==> src/rtl/mem_ctrl_pkg.sv <==
// Shared encodings and address-map defaults for the CPU-side memory access controller.
// The region boundaries must agree with the memory system's address decode.
package mem_ctrl_pkg;

  typedef enum logic [1:0] {
    ST_IDLE  = 2'd0,
    ST_ISSUE = 2'd1,
    ST_WAIT  = 2'd2,
    ST_DONE  = 2'd3
  } state_e;

  typedef enum logic [1:0] {
    OP_FETCH = 2'd0,
    OP_LOAD  = 2'd1,
    OP_STORE = 2'd2,
    OP_NONE  = 2'd3
  } op_e;

  localparam logic [31:0] TEXT_BASE_DEFAULT = 32'h0040_0000;
  localparam logic [31:0] DATA_BASE_DEFAULT = 32'h1001_0000;

  // Wide enough for a read latency of up to 15 cycles.
  localparam int unsigned CNT_WIDTH = 4;

  // Store wins over load, load wins over fetch.
  function automatic op_e select_op(input logic fetch, input logic load, input logic store);
    op_e op;
    op = OP_NONE;
    if (store) begin
      op = OP_STORE;
    end else if (load) begin
      op = OP_LOAD;
    end else if (fetch) begin
      op = OP_FETCH;
    end
    return op;
  endfunction

endpackage

==> src/rtl/mem_region_check.sv <==
// Combinational legality check of a requested access against the text/data address map.
// Everything below DATA_BASE is read-only as seen from the CPU.
module mem_region_check
  import mem_ctrl_pkg::*;
#(
  parameter int unsigned ADDR_WIDTH = 32,
  parameter logic [31:0] TEXT_BASE  = TEXT_BASE_DEFAULT,
  parameter logic [31:0] DATA_BASE  = DATA_BASE_DEFAULT
) (
  input  logic [ADDR_WIDTH-1:0] addr_i,
  input  logic [1:0]            op_i,
  output logic                  misaligned_o,
  output logic                  store_to_rom_o,
  output logic                  is_ram_o,
  output logic                  is_text_o
);

  localparam logic [ADDR_WIDTH-1:0] TEXT_LO = ADDR_WIDTH'(TEXT_BASE);
  localparam logic [ADDR_WIDTH-1:0] DATA_LO = ADDR_WIDTH'(DATA_BASE);

  logic is_store;

  assign is_store       = (op_i == OP_STORE);
  assign misaligned_o   = (addr_i[1:0] != 2'b00);
  assign is_ram_o       = (addr_i >= DATA_LO);
  assign is_text_o      = (addr_i >= TEXT_LO) && !is_ram_o;
  // The unmapped hole below the text region is rejected for stores as well.
  assign store_to_rom_o = is_store && !is_ram_o;

endmodule

==> src/rtl/mem_access_ctrl.sv <==
// CPU-side initiator for the multicycle MIPS memory system: issues fetch/load/store,
// waits the read latency, captures into IR/MDR and reports busy/done/err to the control FSM.
module mem_access_ctrl
  import mem_ctrl_pkg::*;
#(
  parameter int unsigned DATA_WIDTH  = 32,
  parameter int unsigned ADDR_WIDTH  = 32,
  parameter int unsigned WAIT_CYCLES = 1,
  parameter logic [31:0] TEXT_BASE   = TEXT_BASE_DEFAULT,
  parameter logic [31:0] DATA_BASE   = DATA_BASE_DEFAULT
) (
  input  logic                  clk,
  input  logic                  reset,
  input  logic                  fetch_req_i,
  input  logic                  load_req_i,
  input  logic                  store_req_i,
  input  logic [ADDR_WIDTH-1:0] addr_i,
  input  logic [DATA_WIDTH-1:0] store_data_i,
  input  logic [DATA_WIDTH-1:0] mem_rdata_i,
  output logic [ADDR_WIDTH-1:0] mem_address_o,
  output logic [DATA_WIDTH-1:0] mem_write_data_o,
  output logic                  mem_write_enable_o,
  output logic [DATA_WIDTH-1:0] instr_o,
  output logic [DATA_WIDTH-1:0] mdr_o,
  output logic                  busy_o,
  output logic                  done_o,
  output logic                  err_o
);

  // The counter reaches zero in the last WAIT cycle, so WAIT lasts WAIT_CYCLES cycles.
  localparam logic [CNT_WIDTH-1:0] WAIT_INIT = CNT_WIDTH'(WAIT_CYCLES - 1);

  state_e                state_q;
  op_e                   op_q;
  logic [CNT_WIDTH-1:0]  cnt_q;
  logic [ADDR_WIDTH-1:0] addr_q;
  logic [DATA_WIDTH-1:0] wdata_q;
  logic [DATA_WIDTH-1:0] instr_q;
  logic [DATA_WIDTH-1:0] mdr_q;
  logic                  we_q;
  logic                  busy_q;
  logic                  done_q;
  logic                  err_q;

  op_e  req_op_d;
  logic misaligned;
  logic store_to_rom;
  logic is_ram;
  logic is_text;
  logic access_err;

  assign req_op_d   = select_op(fetch_req_i, load_req_i, store_req_i);
  assign access_err = misaligned || store_to_rom;

  mem_region_check #(
    .ADDR_WIDTH (ADDR_WIDTH),
    .TEXT_BASE  (TEXT_BASE),
    .DATA_BASE  (DATA_BASE)
  ) u_region (
    .addr_i         (addr_i),
    .op_i           (req_op_d),
    .misaligned_o   (misaligned),
    .store_to_rom_o (store_to_rom),
    .is_ram_o       (is_ram),
    .is_text_o      (is_text)
  );

  always_ff @(posedge clk or negedge reset) begin
    if (!reset) begin
      state_q <= ST_IDLE;
      op_q    <= OP_FETCH;
      cnt_q   <= '0;
      addr_q  <= '0;
      wdata_q <= '0;
      instr_q <= '0;
      mdr_q   <= '0;
      we_q    <= 1'b0;
      busy_q  <= 1'b0;
      done_q  <= 1'b0;
      err_q   <= 1'b0;
    end else begin
      case (state_q)
        ST_IDLE: begin
          if (req_op_d != OP_NONE) begin
            if (access_err) begin
              // Rejected requests complete at once and leave the bus untouched.
              err_q   <= 1'b1;
              done_q  <= 1'b1;
              state_q <= ST_DONE;
            end else begin
              err_q   <= 1'b0;
              op_q    <= req_op_d;
              addr_q  <= addr_i;
              wdata_q <= store_data_i;
              we_q    <= (req_op_d == OP_STORE);
              busy_q  <= 1'b1;
              state_q <= ST_ISSUE;
            end
          end
        end
        ST_ISSUE: begin
          we_q <= 1'b0;
          if (op_q == OP_STORE) begin
            busy_q  <= 1'b0;
            done_q  <= 1'b1;
            state_q <= ST_DONE;
          end else begin
            cnt_q   <= WAIT_INIT;
            state_q <= ST_WAIT;
          end
        end
        ST_WAIT: begin
          if (cnt_q == '0) begin
            if (op_q == OP_FETCH) begin
              instr_q <= mem_rdata_i;
            end else begin
              mdr_q <= mem_rdata_i;
            end
            busy_q  <= 1'b0;
            done_q  <= 1'b1;
            state_q <= ST_DONE;
          end else begin
            cnt_q <= cnt_q - 1'b1;
          end
        end
        ST_DONE: begin
          done_q  <= 1'b0;
          state_q <= ST_IDLE;
        end
        default: state_q <= ST_IDLE;
      endcase
    end
  end

  assign mem_address_o      = addr_q;
  assign mem_write_data_o   = wdata_q;
  assign mem_write_enable_o = we_q;
  assign instr_o            = instr_q;
  assign mdr_o              = mdr_q;
  assign busy_o             = busy_q;
  assign done_o             = done_q;
  assign err_o              = err_q;

endmodule

==> config.mk <==
export PLATFORM = sky130hd
export DESIGN_NAME = mem_access_ctrl
export DESIGN_NICKNAME = d
export VERILOG_FILES = /design/src/rtl/mem_ctrl_pkg.sv /design/src/rtl/mem_region_check.sv /design/src/rtl/mem_access_ctrl.sv
export SDC_FILE = /design/constraint.sdc
export NUM_CORES = 1
export LEC_CHECK = 0
export BUFFER_PORTS_ARGS = -buffer_cell sky130_fd_sc_hd__clkbuf_2
export CAP_MARGIN = 10
export CORE_AREA = 2 2 118 97
export CTS_BUF_LIST = sky130_fd_sc_hd__clkbuf_4 sky130_fd_sc_hd__clkbuf_8
export DETAILED_ROUTE_END_ITERATION = 16
export DIE_AREA = 0 0 120 99
export GPL_ROUTABILITY_DRIVEN = 0
export PLACE_DENSITY_LB_ADDON = 0.12
export SYNTH_ARGS = -nofsm -noshare
export SYNTH_HDL_FRONTEND = slang
export SYNTH_SLANG_ARGS = --single-unit
==> constraint.sdc <==
create_clock -name clk -period 4.3 [get_ports clk]
set_input_delay 0 -clock clk [delete_from_list [all_inputs] [get_ports clk]]
set_output_delay 0 -clock clk [all_outputs]
set_load 0.05 [all_outputs]
Word-level counts from Yosys, hierarchy flattened
Cells that the tools add are included.
{"block": "word_totals", "reg_bits": 140, "output_inout_bits": 132, "elab_cells": 72}
{"block": "classes", "addsub": 1, "order_cmp": 1, "eq_ne": 13, "n_mux": 25, "bitwise_logic": 2, "n_reduce_logical": 19}
{"operator": "$ge A32 B29 Y1 const B", "count": 1}
{"operator": "$ne A2 B2 Y1 const B", "count": 8}
{"operator": "$reduce_and A3 Y1", "count": 5}
{"operator": "$mux W1", "count": 12}
{"operator": "$mux W2", "count": 6}
{"operator": "$eq A2 B2 Y1 const B", "count": 4}
{"operator": "$mux W4", "count": 2}
{"operator": "$pmux W2 S4", "count": 1}
{"operator": "$pmux W4 S2", "count": 1}
{"operator": "$reduce_bool A2 Y1", "count": 3}
{"operator": "$reduce_and A5 Y1", "count": 1}
{"operator": "$logic_not A2 Y1", "count": 2}
{"operator": "$logic_not A4 Y1", "count": 1}
{"operator": "$pmux W1 S4", "count": 1}
{"operator": "$reduce_and A2 Y1", "count": 2}
{"operator": "$reduce_and A4 Y1", "count": 1}
{"operator": "$sub A4 B1 Y4 const B", "count": 1}
{"operator": "$pmux W1 S3", "count": 1}
{"operator": "$reduce_bool A3 Y1", "count": 1}
{"operator": "$eq A2 B1 Y1 const B", "count": 1}
{"operator": "$not A1 Y1", "count": 2}
{"operator": "$pmux W1 S2", "count": 1}
{"operator": "$logic_and A1 B1 Y1", "count": 1}
{"operator": "$logic_not A1 Y1", "count": 1}
{"operator": "$logic_or A1 B1 Y1", "count": 1}

Depth between registers and ports, before layout
{"block": "depth", "word_depth": 9, "depth_mapped": 7, "depth_no_buf": 7}

By module
A second synthesis with hierarchy kept.
{"block": "unflattened", "hier_cells": 374, "area_unflattened_um2": 5790.6}
{"mod": "mem_access_ctrl", "instances": 1, "cells_each": 360, "area_per_inst_um2": 5694.2, "seq_area_each_um2": 3503.4}
{"mod": "mem_region_check", "instances": 1, "cells_each": 14, "area_per_inst_um2": 96.3, "seq_area_each_um2": 0.0}

Worst setup path before layout
No wires, ideal clock.
{"block": "synth_path", "path_type": "reg-to-reg", "from": "reg cnt_q[0]", "to": "reg mdr_q[10], in the netlist mdr_o[10]", "setup_time_ns": 0.125, "arrival_ns": 1.811, "setup_slack_ns": 2.364, "stages_incl_launch_ff": 8, "period_less_slack_ns": 1.936, "cell_sequence": "dfrtp_1 > inv_1 > ha_1 > nor3b_4 > nand2_1 > nor2_1 > buf_4 > mux2_2"}
{"block": "synth_via", "elab_chain_len": 2}
{"item": "start: declaration", "line_no": "mem_access_ctrl.sv:35", "source": "logic [CNT_WIDTH-1:0] cnt_q;"}
{"item": "start signal: assignment", "line_no": "mem_access_ctrl.sv:123", "source": "cnt_q <= cnt_q - 1'b1;"}
{"item": "$logic_not A4 Y1", "line_no": "mem_access_ctrl.sv:113", "source": "if (cnt_q == '0) begin"}
{"item": "$reduce_and A3 Y1 (no line)"}
{"item": "end signal: assignment", "line_no": "mem_access_ctrl.sv:117", "source": "mdr_q <= mem_rdata_i;"}
{"item": "end: declaration", "line_no": "mem_access_ctrl.sv:39", "source": "logic [DATA_WIDTH-1:0] mdr_q;"}
No other way between the ends.
A chain may end at the register's enable or synchronous reset.

Final worst setup path
{"block": "layout_path", "from": "reg cnt_q[0]", "to": "reg instr_q[26], in the netlist instr_o[26]"}
{"block": "layout_via", "elab_chain_len": 2}
{"item": "$logic_not A4 Y1", "line_no": "mem_access_ctrl.sv:113"}
{"item": "$reduce_and A3 Y1 (no line)"}
{"item": "end signal: assignment", "line_no": "mem_access_ctrl.sv:115", "source": "instr_q <= mem_rdata_i;"}
{"item": "end: declaration", "line_no": "mem_access_ctrl.sv:38", "source": "logic [DATA_WIDTH-1:0] instr_q;"}
No other way between the ends.

==> impl_metrics.json <==
{
  "synthFlopType": "dfrtp_1",
  "ios": 233,
  "grt_use_met1": 0.293,
  "yosysTopAreaCell": "dfrtp_1",
  "reg2reg_depth": 5,
  "synth_top_area_frac": 0.628,
  "fp.dieW_um": 120,
  "cts_tree": "yes",
  "grt_max_degree": 86,
  "post_drt_via_cell_ratio": 4.92,
  "postSynthCellCount": 358,
  "die_area_mm2": 0.0119,
  "cp-start-kind": "flip-flop",
  "area_growth_pct": 48.8,
  "rsz0062_at_grt": "false",
  "grt_first_pass_wirelength_mm": 23.1,
  "antenna_found_initial": 0,
  "synth_area_mm2": 0.00558,
  "crit_fanout": 32,
  "final_cell_mix": "231 x clkbuf_2, 140 x dfrtp_1, 126 x mux2_2, 98 x dlygate4sd3_1, 20 x clkbuf_8",
  "max_slew_margin": 0.373,
  "layout_commonest_cell": "clkbuf_2",
  "cts_inserted_buffers": 17,
  "async_flop_share": 1.00,
  "reg2reg_to": "instr_o[26]$_DFFE_PN0P_",
  "status": "finished clean",
  "fin_crit_ps": 2570,
  "hold_path_startpoint": "addr_i[0]",
  "routedWlPerCell_um": 16.8,
  "htreeDepth": 4,
  "reg2reg_setup_slack_ps": 1730,
  "grt_pass1_vias": 4541,
  "worst_setup_path_end_kind": "flip-flop",
  "synth_fp_nets": 465,
  "nets": 802,
  "die_h_um": 99,
  "drt-total-wl_mm": 14.3,
  "track_usage": 0.254,
  "rr_startpoint": "cnt_q[0]$_DFFE_PN0P_",
  "drv_slew": 0,
  "cp_slowest_stage_delay_ps": 760,
  "critical_path.top_delay_family": "simple AND/OR/NAND/NOR gates",
  "row_count": 34,
  "vias": 4189,
  "antenna_cells": 0,
  "insertion_delay_ps": 430,
  "first_pass_iters": 4,
  "crit_type": "reg -> reg",
  "netlist-cell-type-count": 37,
  "arrival_ps": 2890,
  "io_buffers": 232,
  "finClkSkew_ps": 11.1,
  "finalHoldViolations": 0,
  "worstMarginPinSlew_ps": 938,
  "use_met2": 0.444,
  "clk_pin_slew_worst_paths_ps": 70,
  "drc": 0,
  "clock-sinks": 140,
  "worstPathBufferInverterCount": 1,
  "final.setup.tns_ps": 0,
  "avgSynthCellArea_um2": 15.6,
  "clockBufferDepth": 2,
  "cts.repair.resized": 0,
  "cp_cell_sequence": "inv_1 > ha_1 > nor3b_4 > nand3_2 > mux2_2",
  "hold_path_depth": 5,
  "grtUsageMet3": 0.0741,
  "fin_crit_sh": 0.599,
  "ys_seq_area_frac": 0.628,
  "synth_edf_count": 0,
  "drtAntennaViolNets": 0,
  "cts_setup_buffers": 0,
  "hpwl_mm": 8.86,
  "maxCapViolations": 0,
  "ys_warn_count": 0,
  "synthTopCellsByArea": "dfrtp_1 63%, mux2_2 25%, clkbuf_8 1.5%",
  "fillers": 681,
  "crit_slowest_cell": "nand3_2",
  "setup_violations": 0,
  "min_to": "busy_o$_DFFE_PN0P_",
  "hold_ws_ps": 76.2,
  "root_buffer": "clkbuf_8",
  "synth_seq_cells": 140,
  "start_util": 0.522,
  "drt_iter0_drc": 188,
  "fmax_mhz": 388,
  "hp-class": "in -> reg",
  "grt_overflow": 0,
  "worstPathRequired_ps": 4610,
  "coreArea_mm2": 0.0107,
  "drive_gt1_frac": 0.561,
  "grt_most_used_layer": "met2"
}
metrics by stage:
step	util	worst slack, ps	cells	area [um^2]
final	0.777	1730	852	8300
after global routing	0.777	1480	852	8300
after CTS	0.777	1700	852	8300
after detailed placement	0.638	1700	722	6820
after global placement	0.638	1850	722	6820
after floorplan	-	2360	358	5580
synthesized netlist by cell type, types with 3 or more instances:
library cell / count
and2_1: 3
o21ai_0: 7
nor2_1: 5
buf_4: 3
nor3_1: 4
nand2_1: 7
a21oi_1: 4
dfrtp_1: 140
nor4_1: 4
clkbuf_8: 6
buf_2: 3
nand3_1: 4
mux2_2: 126
mux2i_1: 3
inv_1: 9
ha_1: 6
cell families after synthesis:
logic type                 Yosys count  synth area share
muxes                              130             0.262
adders and majority gates            6            0.0135
and+or+nand+nor                     34            0.0348
AOI/OAI and AO/OA                   25            0.0314
DFF                                140             0.628
buffers and inverters               23            0.0303
sequential cells by signal, indices dropped and copies added, names as in the netlist, 2 cells and up:
| signal | cells |
|---|---|
| instr_o | 32 |
| mdr_o | 32 |
| mem_address_o | 32 |
| mem_write_data_o | 32 |
| cnt_q | 4 |
| op_q | 2 |
| state_q | 2 |
worst max-delay path by stage:
stage	from	end	slack [ps]	depth (start not counted)
after floorplan	cnt_q[0]$_DFFE_PN0P_	mdr_o[10]$_DFFE_PN0P_	2360	7
after global placement	cnt_q[0]$_DFFE_PN0P_	mdr_o[14]$_DFFE_PN0P_	1850	6
after detailed placement	cnt_q[0]$_DFFE_PN0P_	instr_o[14]$_DFFE_PN0P_	1700	5
after global routing	cnt_q[0]$_DFFE_PN0P_	instr_o[26]$_DFFE_PN0P_	1480	5
final	cnt_q[0]$_DFFE_PN0P_	instr_o[26]$_DFFE_PN0P_	1730	5
after CTS	cnt_q[0]$_DFFE_PN0P_	instr_o[26]$_DFFE_PN0P_	1700	5
final cells by class:
type                       instances  area, um^2  share of cell area
sequential                       140        3500               0.422
timing repair buffer             332        2160               0.261
multi-input combinational        195        1920               0.231
clock buffer                      22         290              0.0350
clock inverter                    10         209              0.0252
tap                              144         180              0.0217
inverter                           9        33.8             0.00407
layer usage:
metal / share of wire / vias to the layer above
li1: - / 1956
met1: 0.39 / 2044
met2: 0.52 / 164
met3: 0.063 / 25
met4: 0.023 / 0
met5: 0 / -
repair_timing:
item / CTS / global route
hold buffers: 98 / 0
hold endpoints to repair: 213 / 0
endpoints found under the setup margin: 0 / 0
worst min-delay path, stage by stage:
cell and delay (ps):
clkbuf_2 80, nor2_1 80, o21ai_0 100, a211oi_1 90, mux2i_1 110
Power is left out: the tool's default activity adds up to more than one toggle a clock period on the data nets, which glitch-free logic cannot reach.
